`config.mk`:
```
export PLATFORM = sky130hd
export DESIGN_NAME = fwd_hazard_scoreboard
export DESIGN_NICKNAME = d
export VERILOG_FILES = /design/src/rtl/fwd_hazard_scoreboard_pkg.sv /design/src/rtl/fwd_hazard_scoreboard_match.sv /design/src/rtl/fwd_hazard_scoreboard.sv
export SDC_FILE = /design/constraint.sdc
export NUM_CORES = 1
export LEC_CHECK = 0
export BUFFER_PORTS_ARGS = -buffer_cell sky130_fd_sc_hd__buf_2
export CAP_MARGIN = 25
export CORE_UTILIZATION = 54
export CTS_CLUSTER_DIAMETER = 100
export DETAILED_ROUTE_END_ITERATION = 12
export GPL_TIMING_DRIVEN = 0
export PLACE_DENSITY = 0.79
export SLEW_MARGIN = 20
export SYNTH_ARGS = -nofsm -noshare
export SYNTH_HDL_FRONTEND = slang
export SYNTH_SLANG_ARGS = --single-unit
```
`constraint.sdc`:
```
create_clock -name clk -period 2.48 [get_ports clk]
set_input_delay 0.248 -clock clk [delete_from_list [all_inputs] [get_ports clk]]
set_output_delay 0.248 -clock clk [all_outputs]
set_load 0.02 [all_outputs]
```
`src/rtl/fwd_hazard_scoreboard_pkg.sv`:
```
// Shared definitions for the forwarding / load-use hazard unit.
//  - default parameter values, shared with the datapath forward muxes
//  - SEL_RF: select code meaning "read from register file"
//  - act_e: per-edge action chosen by the priority control
package fwd_hazard_scoreboard_pkg;

  localparam int unsigned DEF_NUM_SRC  = 2;
  localparam int unsigned DEF_DEPTH    = 3;
  localparam int unsigned DEF_AW       = 5;
  localparam int unsigned DEF_LOAD_LAT = 1;
  localparam int unsigned DEF_CNT_W    = 16;

  localparam int unsigned SEL_RF = 0;

  typedef enum logic [2:0] {
    ACT_HOLD,
    ACT_FLUSH,
    ACT_HAZARD,
    ACT_ACCEPT,
    ACT_IDLE
  } act_e;

endpackage

```
`src/rtl/fwd_hazard_scoreboard_match.sv`:
```
// fwd_match_prio: compares one source operand against shadow-pipe entries 0..DEPTH-1.
// Ports:
//  rs, rs_used                     source register and its read-enable
//  pipe_valid/pipe_rd/pipe_load    flattened shadow-pipe entries, entry k at [k*AW +: AW]
//  sel_c                           distance of youngest matching writer (0 = regfile)
//  load_hit_c                      youngest match is a load still too close to forward
module fwd_match_prio
  import fwd_hazard_scoreboard_pkg::*;
#(
  parameter  int unsigned DEPTH    = DEF_DEPTH,
  parameter  int unsigned AW       = DEF_AW,
  parameter  int unsigned LOAD_LAT = DEF_LOAD_LAT,
  localparam int unsigned SELW     = $clog2(DEPTH + 1)
) (
  input  logic [AW-1:0]       rs,
  input  logic                rs_used,
  input  logic [DEPTH-1:0]    pipe_valid,
  input  logic [DEPTH*AW-1:0] pipe_rd,
  input  logic [DEPTH-1:0]    pipe_load,
  output logic [SELW-1:0]     sel_c,
  output logic                load_hit_c
);

  // Scan oldest to youngest so the youngest hit overwrites older ones.
  always_comb begin
    sel_c      = SELW'(SEL_RF);
    load_hit_c = 1'b0;
    for (int k = int'(DEPTH) - 1; k >= 0; k--) begin
      if (rs_used && pipe_valid[k] && (pipe_rd[k*AW +: AW] == rs)) begin
        sel_c      = SELW'(k + 1);
        load_hit_c = pipe_load[k] && ((k + 1) <= int'(LOAD_LAT));
      end
    end
  end

endmodule

```
`src/rtl/fwd_hazard_scoreboard.sv`:
```
// Forwarding + load-use hazard unit between ID and EX.
// Ports:
//  clk, rst_n                 clock, async active-low reset
//  id_valid / id_ready        ID handshake; ready = accepted into EX this cycle
//  id_rs, id_rs_used          source registers (src i at [i*AW +: AW]) and read-enables
//  id_rd, id_we, id_is_load   destination info of the ID instruction
//  stall_ext, flush           downstream freeze / discard ID instruction
//  fwd_sel_ex                 registered per-source forward selects for EX
//  hazard                     load-use stall this cycle
//  stall_cnt                  saturating count of load-use bubbles
module fwd_hazard_scoreboard
  import fwd_hazard_scoreboard_pkg::*;
#(
  parameter  int unsigned NUM_SRC  = DEF_NUM_SRC,
  parameter  int unsigned DEPTH    = DEF_DEPTH,
  parameter  int unsigned AW       = DEF_AW,
  parameter  int unsigned LOAD_LAT = DEF_LOAD_LAT,
  parameter  int unsigned CNT_W    = DEF_CNT_W,
  localparam int unsigned SELW     = $clog2(DEPTH + 1)
) (
  input  logic                    clk,
  input  logic                    rst_n,
  input  logic                    id_valid,
  output logic                    id_ready,
  input  logic [NUM_SRC*AW-1:0]   id_rs,
  input  logic [NUM_SRC-1:0]      id_rs_used,
  input  logic [AW-1:0]           id_rd,
  input  logic                    id_we,
  input  logic                    id_is_load,
  input  logic                    stall_ext,
  input  logic                    flush,
  output logic [NUM_SRC*SELW-1:0] fwd_sel_ex,
  output logic                    hazard,
  output logic [CNT_W-1:0]        stall_cnt
);

  // Shadow pipe: entry 0 is the EX occupant, entry k is k stages older.
  logic [DEPTH-1:0]    valid_q, valid_d;
  logic [DEPTH*AW-1:0] rd_q, rd_d;
  logic [DEPTH-1:0]    load_q, load_d;
  logic [NUM_SRC*SELW-1:0] fwd_sel_q, fwd_sel_d;
  logic [CNT_W-1:0]    stall_cnt_q, stall_cnt_d;

  logic [NUM_SRC*SELW-1:0] sel_c;
  logic [NUM_SRC-1:0]      load_hit_c;
  act_e                    act_c;

  // One priority matcher per source operand.
  for (genvar g = 0; g < int'(NUM_SRC); g++) begin : g_src
    fwd_match_prio #(
      .DEPTH    (DEPTH),
      .AW       (AW),
      .LOAD_LAT (LOAD_LAT)
    ) u_match (
      .rs         (id_rs[g*AW +: AW]),
      .rs_used    (id_rs_used[g]),
      .pipe_valid (valid_q),
      .pipe_rd    (rd_q),
      .pipe_load  (load_q),
      .sel_c      (sel_c[g*SELW +: SELW]),
      .load_hit_c (load_hit_c[g])
    );
  end

  assign hazard   = id_valid && !flush && (|load_hit_c);
  assign id_ready = !stall_ext && !hazard && !flush;

  // Edge action: stall_ext > flush > hazard > accept > idle.
  always_comb begin
    act_c = ACT_IDLE;
    if (stall_ext)     act_c = ACT_HOLD;
    else if (flush)    act_c = ACT_FLUSH;
    else if (hazard)   act_c = ACT_HAZARD;
    else if (id_valid) act_c = ACT_ACCEPT;
  end

  // Next state: shift pipe unless frozen, insert ID entry only on accept.
  always_comb begin
    valid_d     = valid_q;
    rd_d        = rd_q;
    load_d      = load_q;
    fwd_sel_d   = fwd_sel_q;
    stall_cnt_d = stall_cnt_q;
    if (act_c != ACT_HOLD) begin
      for (int k = int'(DEPTH) - 1; k >= 1; k--) begin
        valid_d[k]          = valid_q[k-1];
        rd_d[k*AW +: AW]    = rd_q[(k-1)*AW +: AW];
        load_d[k]           = load_q[k-1];
      end
      valid_d[0]    = 1'b0;
      rd_d[0 +: AW] = '0;
      load_d[0]     = 1'b0;
      fwd_sel_d     = '0;
      if (act_c == ACT_ACCEPT) begin
        // x0 writers are stored invalid so they never forward or stall.
        valid_d[0]    = id_we && (id_rd != '0);
        rd_d[0 +: AW] = id_rd;
        load_d[0]     = id_is_load;
        fwd_sel_d     = sel_c;
      end
      if ((act_c == ACT_HAZARD) && (stall_cnt_q != '1)) begin
        stall_cnt_d = stall_cnt_q + CNT_W'(1);
      end
    end
  end

  always_ff @(posedge clk or negedge rst_n) begin
    if (!rst_n) begin
      valid_q     <= '0;
      rd_q        <= '0;
      load_q      <= '0;
      fwd_sel_q   <= '0;
      stall_cnt_q <= '0;
    end else begin
      valid_q     <= valid_d;
      rd_q        <= rd_d;
      load_q      <= load_d;
      fwd_sel_q   <= fwd_sel_d;
      stall_cnt_q <= stall_cnt_d;
    end
  end

  assign fwd_sel_ex = fwd_sel_q;
  assign stall_cnt  = stall_cnt_q;

endmodule

```
## After elaboration in Yosys (flattened, before gate mapping)

Index checks and enable logic that the tools add are counted.

- RAM bits: 0
- Memories kept: 0
- Input bits: 24
- Output and inout port bits: 22
- Flip-flop bits (word level): 39
- Bits in latches: 0
- Memory bits (read-only): 0
- Word-level logic and storage cells: 56

- Reduce and logical (&&, ||, !) cells: 25
- Mux-type cells: 16
- Multiply operators: 0
- Equality and inequality tests: 9
- Order comparisons: 0
- Add/subtract/negate cells: 1
- Bitwise operators: 0
- Shifts and indexed selects: 0
- Div/mod/pow operators: 0

Operator list:

| cell | count |
|---|---|
| $eq 5x5->1 | 6 |
| $logic_and 1x1->1 | 18 |
| $add 16x1->16 const B | 1 |
| $ne 16x16->1 const B | 1 |
| $mux 2 | 6 |
| $mux 3 | 4 |
| $eq 3x2->1 const B | 2 |
| $mux 5 | 1 |
| $reduce_bool 5->1 | 1 |
| $mux 1 | 4 |
| $mux 4 | 1 |
| $logic_not 1->1 | 3 |
| $reduce_bool 3->1 | 1 |
| $reduce_and 2->1 | 1 |
| $reduce_or 2->1 | 1 |

## Longest topological paths before layout

Gate-level depths: netlist of the first run.

- Word-level depth: 11
- Gate-level depth with buffers: 6
- Gate-level depth less buffers: 6

## By module

A second synthesis of the first run with hierarchy kept.

- Cell total of the unflattened synthesis: 187
- Area total of the unflattened synthesis: 2,239.6 um^2

Modules (own cells, without submodules):

| module | seq. area each (um^2) | instances | area each (um^2) | cells each |
|---|---|---|---|---|
| fwd_hazard_scoreboard | 1,026.0 | 1 | 1,819.2 | 135 |
| fwd_match_prio | 0.0 | 2 | 210.2 | 26 |

## Worst setup path after synthesis of the first run

Ideal clock, no wire load.

- Kind: flip-flop to output port
- From: register rd_q[3]
- To: output port hazard
- Cell stages (with the launch flop): 6
- Data arrival time: 1,857 ps
- Path buffers: 0
- Data required time: 2,232 ps
- Setup slack: 375 ps
- Path through: dfrtp_1 > xor2_1 > nor4_2 > and4_1 > o21ai_1 > nor3_1

- Cells in the longest elaborated chain, start to end: 5
- Elaborated cells on any way between the ends: 8
- Classes of those cells: eq/ne: 2; mux: 2; reduce/logical: 4

Ends and longest elaborated chain:

| item | RTL line | source |
|---|---|---|
| from (decl) | fwd_hazard_scoreboard.sv:39 | `logic [DEPTH*AW-1:0] rd_q, rd_d;` |
| from (signal assigned) | fwd_hazard_scoreboard.sv:116 | `rd_q <= rd_d;` |
| $eq 5x5->1 | fwd_hazard_scoreboard_match.sv:29 | `if (rs_used && pipe_valid[k] && (pipe_rd[k*AW +: AW] == rs)) begin` |
| $logic_and 1x1->1 | fwd_hazard_scoreboard_match.sv:29 |  |
| $mux 1 | fwd_hazard_scoreboard_match.sv:29 |  |
| $reduce_or 2->1 * | fwd_hazard_scoreboard.sv:65 | `assign hazard = id_valid && !flush && (\|load_hit_c);` |
| $logic_and 1x1->1 * | fwd_hazard_scoreboard.sv:65 |  |
| to (decl) | fwd_hazard_scoreboard.sv:33 | `output logic hazard,` |

Mark *: on every way between the ends. The rest lies on a longest branch, timed or not.

## Worst setup path in the final report of the first run

- From: register rd_q[1]
- To: output port id_ready

- Cells in the longest elaborated chain, start to end: 8
- Elaborated cells on any way between the ends: 11
- Classes of those cells: eq/ne: 2; mux: 2; reduce/logical: 7

Ends and longest elaborated chain:

| item | RTL line | source |
|---|---|---|
| $eq 5x5->1 | fwd_hazard_scoreboard_match.sv:29 |  |
| $logic_and 1x1->1 | fwd_hazard_scoreboard_match.sv:29 |  |
| $mux 1 | fwd_hazard_scoreboard_match.sv:29 |  |
| $reduce_or 2->1 * | fwd_hazard_scoreboard.sv:65 |  |
| $logic_and 1x1->1 * | fwd_hazard_scoreboard.sv:65 |  |
| $logic_not 1->1 * | fwd_hazard_scoreboard.sv:66 | `assign id_ready = !stall_ext && !hazard && !flush;` |
| $logic_and 1x1->1 * (2 in a row) | fwd_hazard_scoreboard.sv:66 |  |
| to (decl) | fwd_hazard_scoreboard.sv:24 | `output logic id_ready,` |

Marks and branches as above.

==> results.sh, run 1 <==
export IMPL_track_usage_pct=25.6
export IMPL_slowest_stage="dfrtp_1"
export IMPL_critPathKind="reg2out"
export IMPL_path_buf_inv=1
export IMPL_combPwrFrac_pct=13.1
export IMPL_fin_setup_tns_ns=0
export IMPL_io_pins=46
export IMPL_area_delta_synth_final_pct=16.8
export IMPL_die_y_um=66.0
export IMPL_yosysTopAreaCell="dfrtp_1"
export IMPL_cp_arrival_ns=2.06
export IMPL_min_period_over_period_pct=93.1
export IMPL_diodes=0
export IMPL_wire_per_inst_um=16.4
export IMPL_grt_pass1_wl_um=8240
export IMPL_routed_via_count=1765
export IMPL_hp_class="in2async"
export IMPL_drive_above_1_share_pct=33.6
export IMPL_grt_max_degree=40
export IMPL_crit_family="simple AND/OR/NAND/NOR gates"
export IMPL_swShare_pct=26.4
export IMPL_worstPathMaxFanout=9
export IMPL_htreeDepth=2
export IMPL_cp_end_kind="output port"
export IMPL_drc=0
export IMPL_initial_utilization_pct=58.2
export IMPL_layout_cells_non_filler=295
export IMPL_syn_nets=221
export IMPL_rsz0062_at_grt="false"
export IMPL_p_total_uw=1250
export IMPL_crit_required_ns=2.23
export IMPL_io_buffer_count=43
export IMPL_p_int_uw=919
export IMPL_critPathLaunchType="flip-flop"
export IMPL_cp_cell_sequence="xor2_1, nor4_2, and4_1, o21ai_2, o21a_1, buf_2"
export IMPL_netlist_top_cells_count="dfrtp_1, xor2_1, mux2_2, nand4_1, nand2_1"
export IMPL_grt_overflow_total=0
export IMPL_placed_cells=287
export IMPL_synth_compound_area_share_pct=8.26
export IMPL_dpl_hpwl_um=3610
export IMPL_syn_inst=196
export IMPL_clockBufferDepth=2
export IMPL_power_switching_uw=329
export IMPL_cts_tree="yes"
export IMPL_synth_distinct_cells=42
export IMPL_maxCapViolations=0
export IMPL_nets=273
export IMPL_clock_skew_ns=0.00830
export IMPL_place_gp_congestion=0.843
export IMPL_synth_simple_area_share_pct=20.8
export IMPL_synth_top_area_share_pct=44.1
export IMPL_synthAdderAreaFrac_pct=0.566
export IMPL_critPathMaxStageDelay_ns=0.43
export IMPL_powerDensity_mw_per_mm2=483
export IMPL_drt_iter0_drc=148
export IMPL_final_area_mm2=0.00258
export IMPL_status="completed"
export IMPL_peakVddDrop_mv=0.392
export IMPL_synth_top_family_by_area="simple AND/OR/NAND/NOR gates"
export IMPL_slew_viol_final=0
export IMPL_ys_warn_count=0
export IMPL_rows=22
export IMPL_synth_mux_area_share_pct=6.62
export IMPL_async_flop_share_pct=100
export IMPL_clk_pin_slew_worst_paths_ns=0.07
export IMPL_grt_pass1_vias=1659
export IMPL_seq_power_share_pct=55.2
export IMPL_report_final_hold_viol_count=0
export IMPL_root_buffer="clkbuf_8"
export IMPL_viasPerCell=5.98
export IMPL_cts_buffers=5
export IMPL_max_freq_ghz=0.433
export IMPL_clock_latency_ns=0.29
export IMPL_slew_headroom_pct=43.5
export IMPL_ys_ff_latch=39
export IMPL_synth_edf_count=0
export IMPL_die_x_um=66.0
export IMPL_setup_viol=0
export IMPL_fillers=324
export IMPL_synth_seq_area_share_pct=44.1
export IMPL_p_leak_uw=0.00128
export IMPL_dr_pass1_iters=4
export IMPL_dieArea_mm2=0.00436
export IMPL_routed_wl_um=4850
export IMPL_yosys_area_share_xor_xnor_pct=17.8
export IMPL_antenna_found_initial=0
export IMPL_tightest_slew_ns=0.847
export IMPL_synthTopCellsByArea="dfrtp_1, xor2_1, mux2_2"
export IMPL_cts_sink_count=39
export IMPL_dpl_cell_area_mm2=0.00249
export IMPL_syn_cell_area_mm2=0.00221
export IMPL_syn_avg_cell_area_um2=11.3
export IMPL_synth_top_flop_cell="dfrtp_1"
export IMPL_clockPowerShare_pct=31.7
export IMPL_core_area_mm2=0.00380
export IMPL_postRouteAntennaNets=0
export IMPL_finalCriticalPeriod_ns=2.31
metal layers:
layer / wire (um) / GRT usage (%) / part of all wire (%) / vias up
li1: - / - / - / 837
met1: 2360 / 37.5 / 49 / 861
met2: 2140 / 36.1 / 44 / 58
met3: 262 / 6.55 / 5.4 / 9
met4: 78 / 9.04 / 1.6 / 0
met5: 0 / 0 / 0 / -
sequential cells by signal, summed over array words and instances, names as in the netlist:
name and count:
rd_q 15, load_q 1, valid_q 3, fwd_sel_ex 4
stall_cnt 16
cell usage in the layout (no fill, tap or decap), types with 2 or more instances in the layout:
cell type | synthesis | layout
dfrtp_1 | 39 | 39
buf_4 | 0 | 2
nor3_2 | 1 | 2
a32o_1 | 6 | 6
nand3_1 | 6 | 6
a21oi_1 | 4 | 4
and4_1 | 3 | 3
a22o_1 | 3 | 3
nand4_1 | 11 | 11
buf_2 | 2 | 45
nor3_1 | 5 | 4
clkbuf_8 | 0 | 5
and3_1 | 3 | 3
xor2_1 | 39 | 39
xnor2_1 | 6 | 6
nor4_1 | 9 | 9
mux2_2 | 12 | 12
nor2_1 | 3 | 3
clkbuf_1 | 3 | 4
nand2_1 | 10 | 10
or4_1 | 3 | 3
nor4_2 | 6 | 6
metrics by stage:
step / setup slack (ns) / utilization (%) / hold WS [ns]
6_report: 0.172 / 68.0 / 0.0580
5_1_grt: 0.0492 / 68.0 / 0.124
4_1_cts: 0.0555 / 67.8 / 0.101
2_1_floorplan: 0.375 / - / -0.0476
3_5_place_dp: 0.235 / 65.5 / 0.406
3_3_place_gp: 0.253 / 65.5 / 0.406
layout make-up:
cell class                 instances  area, um2  area share [%]
buffer                             7       36.3            1.40
clock buffer                       6       72.6            2.81
inverter                           1       3.75           0.145
multi-input combinational        149       1200            46.6
sequential                        39        976            37.8
tap                               48       60.1            2.32
timing repair buffer              45        230            8.91
timing repair:
action	4_1_cts	5_1_grt
gates resized for setup	0	2
pin swaps	2	0
setup buffers	2	0
setup endpoints to repair	2	2
hold buffers	0	0
logic make-up after synthesis:
group / count (synthesis)
compound gates: 22
xor+xnor: 45
fa+ha+maj: 1
buf+inv: 8
flops: 39
mux: 13
simple gates: 68
power by group through the flow:
stage | logic (uW) | registers, uW | clock network (uW)
4_1_cts | 163 | 689 | 403
3_3_place_gp | 157 | 700 | 0
6_report | 163 | 689 | 396
2_1_floorplan | 99.6 | 693 | 0
3_5_place_dp | 159 | 701 | 0
5_1_grt | 179 | 694 | 436
worst paths after layout:
check | from | end | slack (ns) | depth (start not counted)
max in group asynchronous | rst_n | rd_q[12] | 1.88 | 1
worst max-delay path | rd_q[1] | id_ready | 0.17 | 6
min in group clk | id_is_load | load_q[0] | 0.21 | 2
worst min register to register | stall_cnt[13] | stall_cnt[13] | 0.49 | 1
worst max register to register | stall_cnt[0] | stall_cnt[1] | 0.40 | 6
worst min-delay path | rst_n | fwd_sel_ex[0] | 0.06 | 1
No activity file was read; power rests on OpenSTA's default activity.
==> inputs of run 2 (changes only) <==
--- a/config.mk
+++ b/config.mk
@@ -5,7 +5,7 @@
 export SDC_FILE = /design/constraint.sdc
 export NUM_CORES = 1
 export LEC_CHECK = 0
-export BUFFER_PORTS_ARGS = -buffer_cell sky130_fd_sc_hd__buf_2
+export BUFFER_PORTS_ARGS = -buffer_cell sky130_fd_sc_hd__buf_4
 export CAP_MARGIN = 25
 export CORE_UTILIZATION = 54
 export CTS_CLUSTER_DIAMETER = 100
==> run 2 against run 1 <==
  * Sequential cell count unchanged
  * Die area did not move
  * Clock skew about the same
  * Worst setup slack lost 0.093 ns
==> results.sh, run 2 (synthesized netlist as in run 1, its figures left out) <==
export IMPL_drive_above_1_share_pct=34.7
export IMPL_crit_required_ns=2.23
export IMPL_rows=22
export IMPL_routed_via_count=1756
export IMPL_htreeDepth=2
export IMPL_r2r_cells=6
export IMPL_powerDensity_mw_per_mm2=489
export IMPL_cts_buffers=5
export IMPL_fillers=290
export IMPL_wire_per_inst_um=16.1
export IMPL_largest_reg_flops=16
export IMPL_grt_overflow_total=0
export IMPL_combPwrFrac_pct=13.1
export IMPL_root_buffer="clkbuf_8"
export IMPL_final_cell_mix="buf_4, xor2_1, dfrtp_1, mux2_2, nand4_1"
export IMPL_clock_latency_ns=0.29
export IMPL_finalCriticalPeriod_ns=2.40
export IMPL_crit_path_start="rd_q[1]"
export IMPL_reg2reg_from="stall_cnt[0]"
export IMPL_clk_pin_slew_worst_paths_ns=0.08
export IMPL_layout_commonest_cell="buf_4"
export IMPL_max_freq_ghz=0.416
export IMPL_setup_viol=0
export IMPL_timing_hold_ws_ns=0.211
export IMPL_cp_arrival_ns=2.15
export IMPL_fin_setup_tns_ns=0
export IMPL_report_final_hold_viol_count=0
export IMPL_min_to="rd_q[2]"
export IMPL_diodes=0
export IMPL_final_area_mm2=0.00274
export IMPL_die_y_um=66.0
export IMPL_hp_class="in2reg"
export IMPL_die_x_um=66.0
export IMPL_clockBufferDepth=2
export IMPL_initial_utilization_pct=58.2
export IMPL_io_pins=46
export IMPL_grt_pass1_wl_um=8200
export IMPL_slew_viol_final=0
export IMPL_grt_pass1_vias=1684
export IMPL_p_leak_uw=0.00131
export IMPL_place_gp_congestion=0.897
export IMPL_postRouteAntennaNets=0
export IMPL_rsz0062_at_grt="false"
export IMPL_status="completed"
export IMPL_r2r_end="stall_cnt[14]"
export IMPL_drc=0
export IMPL_dpl_cell_area_mm2=0.00259
export IMPL_dpl_hpwl_um=3660
export IMPL_nets=275
export IMPL_setup_ws_ns=0.0786
export IMPL_dp_slack_ns=0.239
export IMPL_track_usage_pct=25.2
export IMPL_ff2ff_setup_slack_ns=0.43
export IMPL_critPathLaunchType="flip-flop"
export IMPL_clock_skew_ns=0.00802
export IMPL_area_delta_synth_final_pct=23.7
export IMPL_seq_power_share_pct=51.5
export IMPL_io_buffer_count=43
export IMPL_maxCapViolations=0
export IMPL_grt_max_degree=40
export IMPL_worstHoldStart="id_rd[2]"
export IMPL_min_path_cells=2
export IMPL_p_total_uw=1340
export IMPL_cts_sink_count=39
export IMPL_min_period_over_period_pct=96.8
export IMPL_clockPowerShare_pct=35.3
export IMPL_antenna_found_initial=0
export IMPL_critPathKind="reg2out"
export IMPL_routed_wl_um=4830
export IMPL_dr_pass1_iters=4
export IMPL_cts_tree="yes"
export IMPL_dieArea_mm2=0.00436
export IMPL_core_area_mm2=0.00380
export IMPL_worstPathMaxFanout=9
export IMPL_cp_end_kind="output port"
export IMPL_viasPerCell=5.87
export IMPL_p_int_uw=997
export IMPL_slew_headroom_pct=52.1
export IMPL_tightest_slew_ns=0.714
export IMPL_peakVddDrop_mv=0.452
export IMPL_drt_iter0_drc=148
export IMPL_power_switching_uw=341
export IMPL_swShare_pct=25.5
-- run 2: cell types whose count changed in the layout (fill, tap and decap cells not counted), sizes merged --
cell         before  now
dlygate4sd3       0    1
clkbuf            9   10
buf              49   50
clkinvlp          0    1
-- run 2: power groups by stage --
| stage | registers (uW) | clock network (uW) | logic [uW] |
|---|---|---|---|
| after floorplan | 693 | 0 | 99.6 |
| after detailed placement | 701 | 0 | 171 |
| after global placement | 700 | 0 | 167 |
| after global routing | 694 | 515 | 192 |
| final | 689 | 472 | 176 |
| after CTS | 689 | 489 | 174 |
-- run 2: stage by stage --
stage               util, %  std cells
global placement       68.3        287
global route           72.0        299
detailed placement     68.3        287
finish                 72.0        299
floorplan                 -        196
CTS                    71.6        297
-- run 2: worst max-delay path by stage --
stage              to  slack (ns)  cells after the start
2_1_floorplan  hazard        0.38                      5
3_3_place_gp   hazard        0.26                      6
3_5_place_dp   hazard        0.24                      6
4_1_cts        hazard        0.04                      6
5_1_grt        hazard      0.0004                      7
6_report       hazard        0.08                      7
-- run 2: repair_timing --
action	in CTS	in global routing
hold endpoints to repair	39	0
setup buffers	1	2
pin swaps	1	1
endpoints found under the setup margin	2	2
hold buffers	1	0
resized for setup	1	1
-- run 2: cell type report --
cell class,instances,area (um2),share of cell area (%)
Inverter,1,3.75,0.137
Clock inverter,1,7.51,0.274
Sequential cell,39,977,35.7
Clock buffer,7,96.3,3.52
Multi-Input combinational cell,149,1200,43.9
Timing Repair Buffer,47,355,13.0
Tap cell,48,60.1,2.19
Buffer,7,36.3,1.33
-- run 2: metal layers --
layer	up-vias	GRT usage [%]	part of all wire [%]
met5	-	0	0
met4	0	9.57	1.5
met3	7	4.31	5.1
met2	54	37.8	46
met1	851	36.1	48
li1	844	-	-
-- run 2: critical path, cell delays in order (launching register included) --
cell and delay [ns]:
dfrtp_2 0.45, xor2_1 0.18, nor4_2 0.27, buf_4 0.17, and4_1 0.23, o21ai_2 0.15, nor3_1 0.23, buf_4 0.18
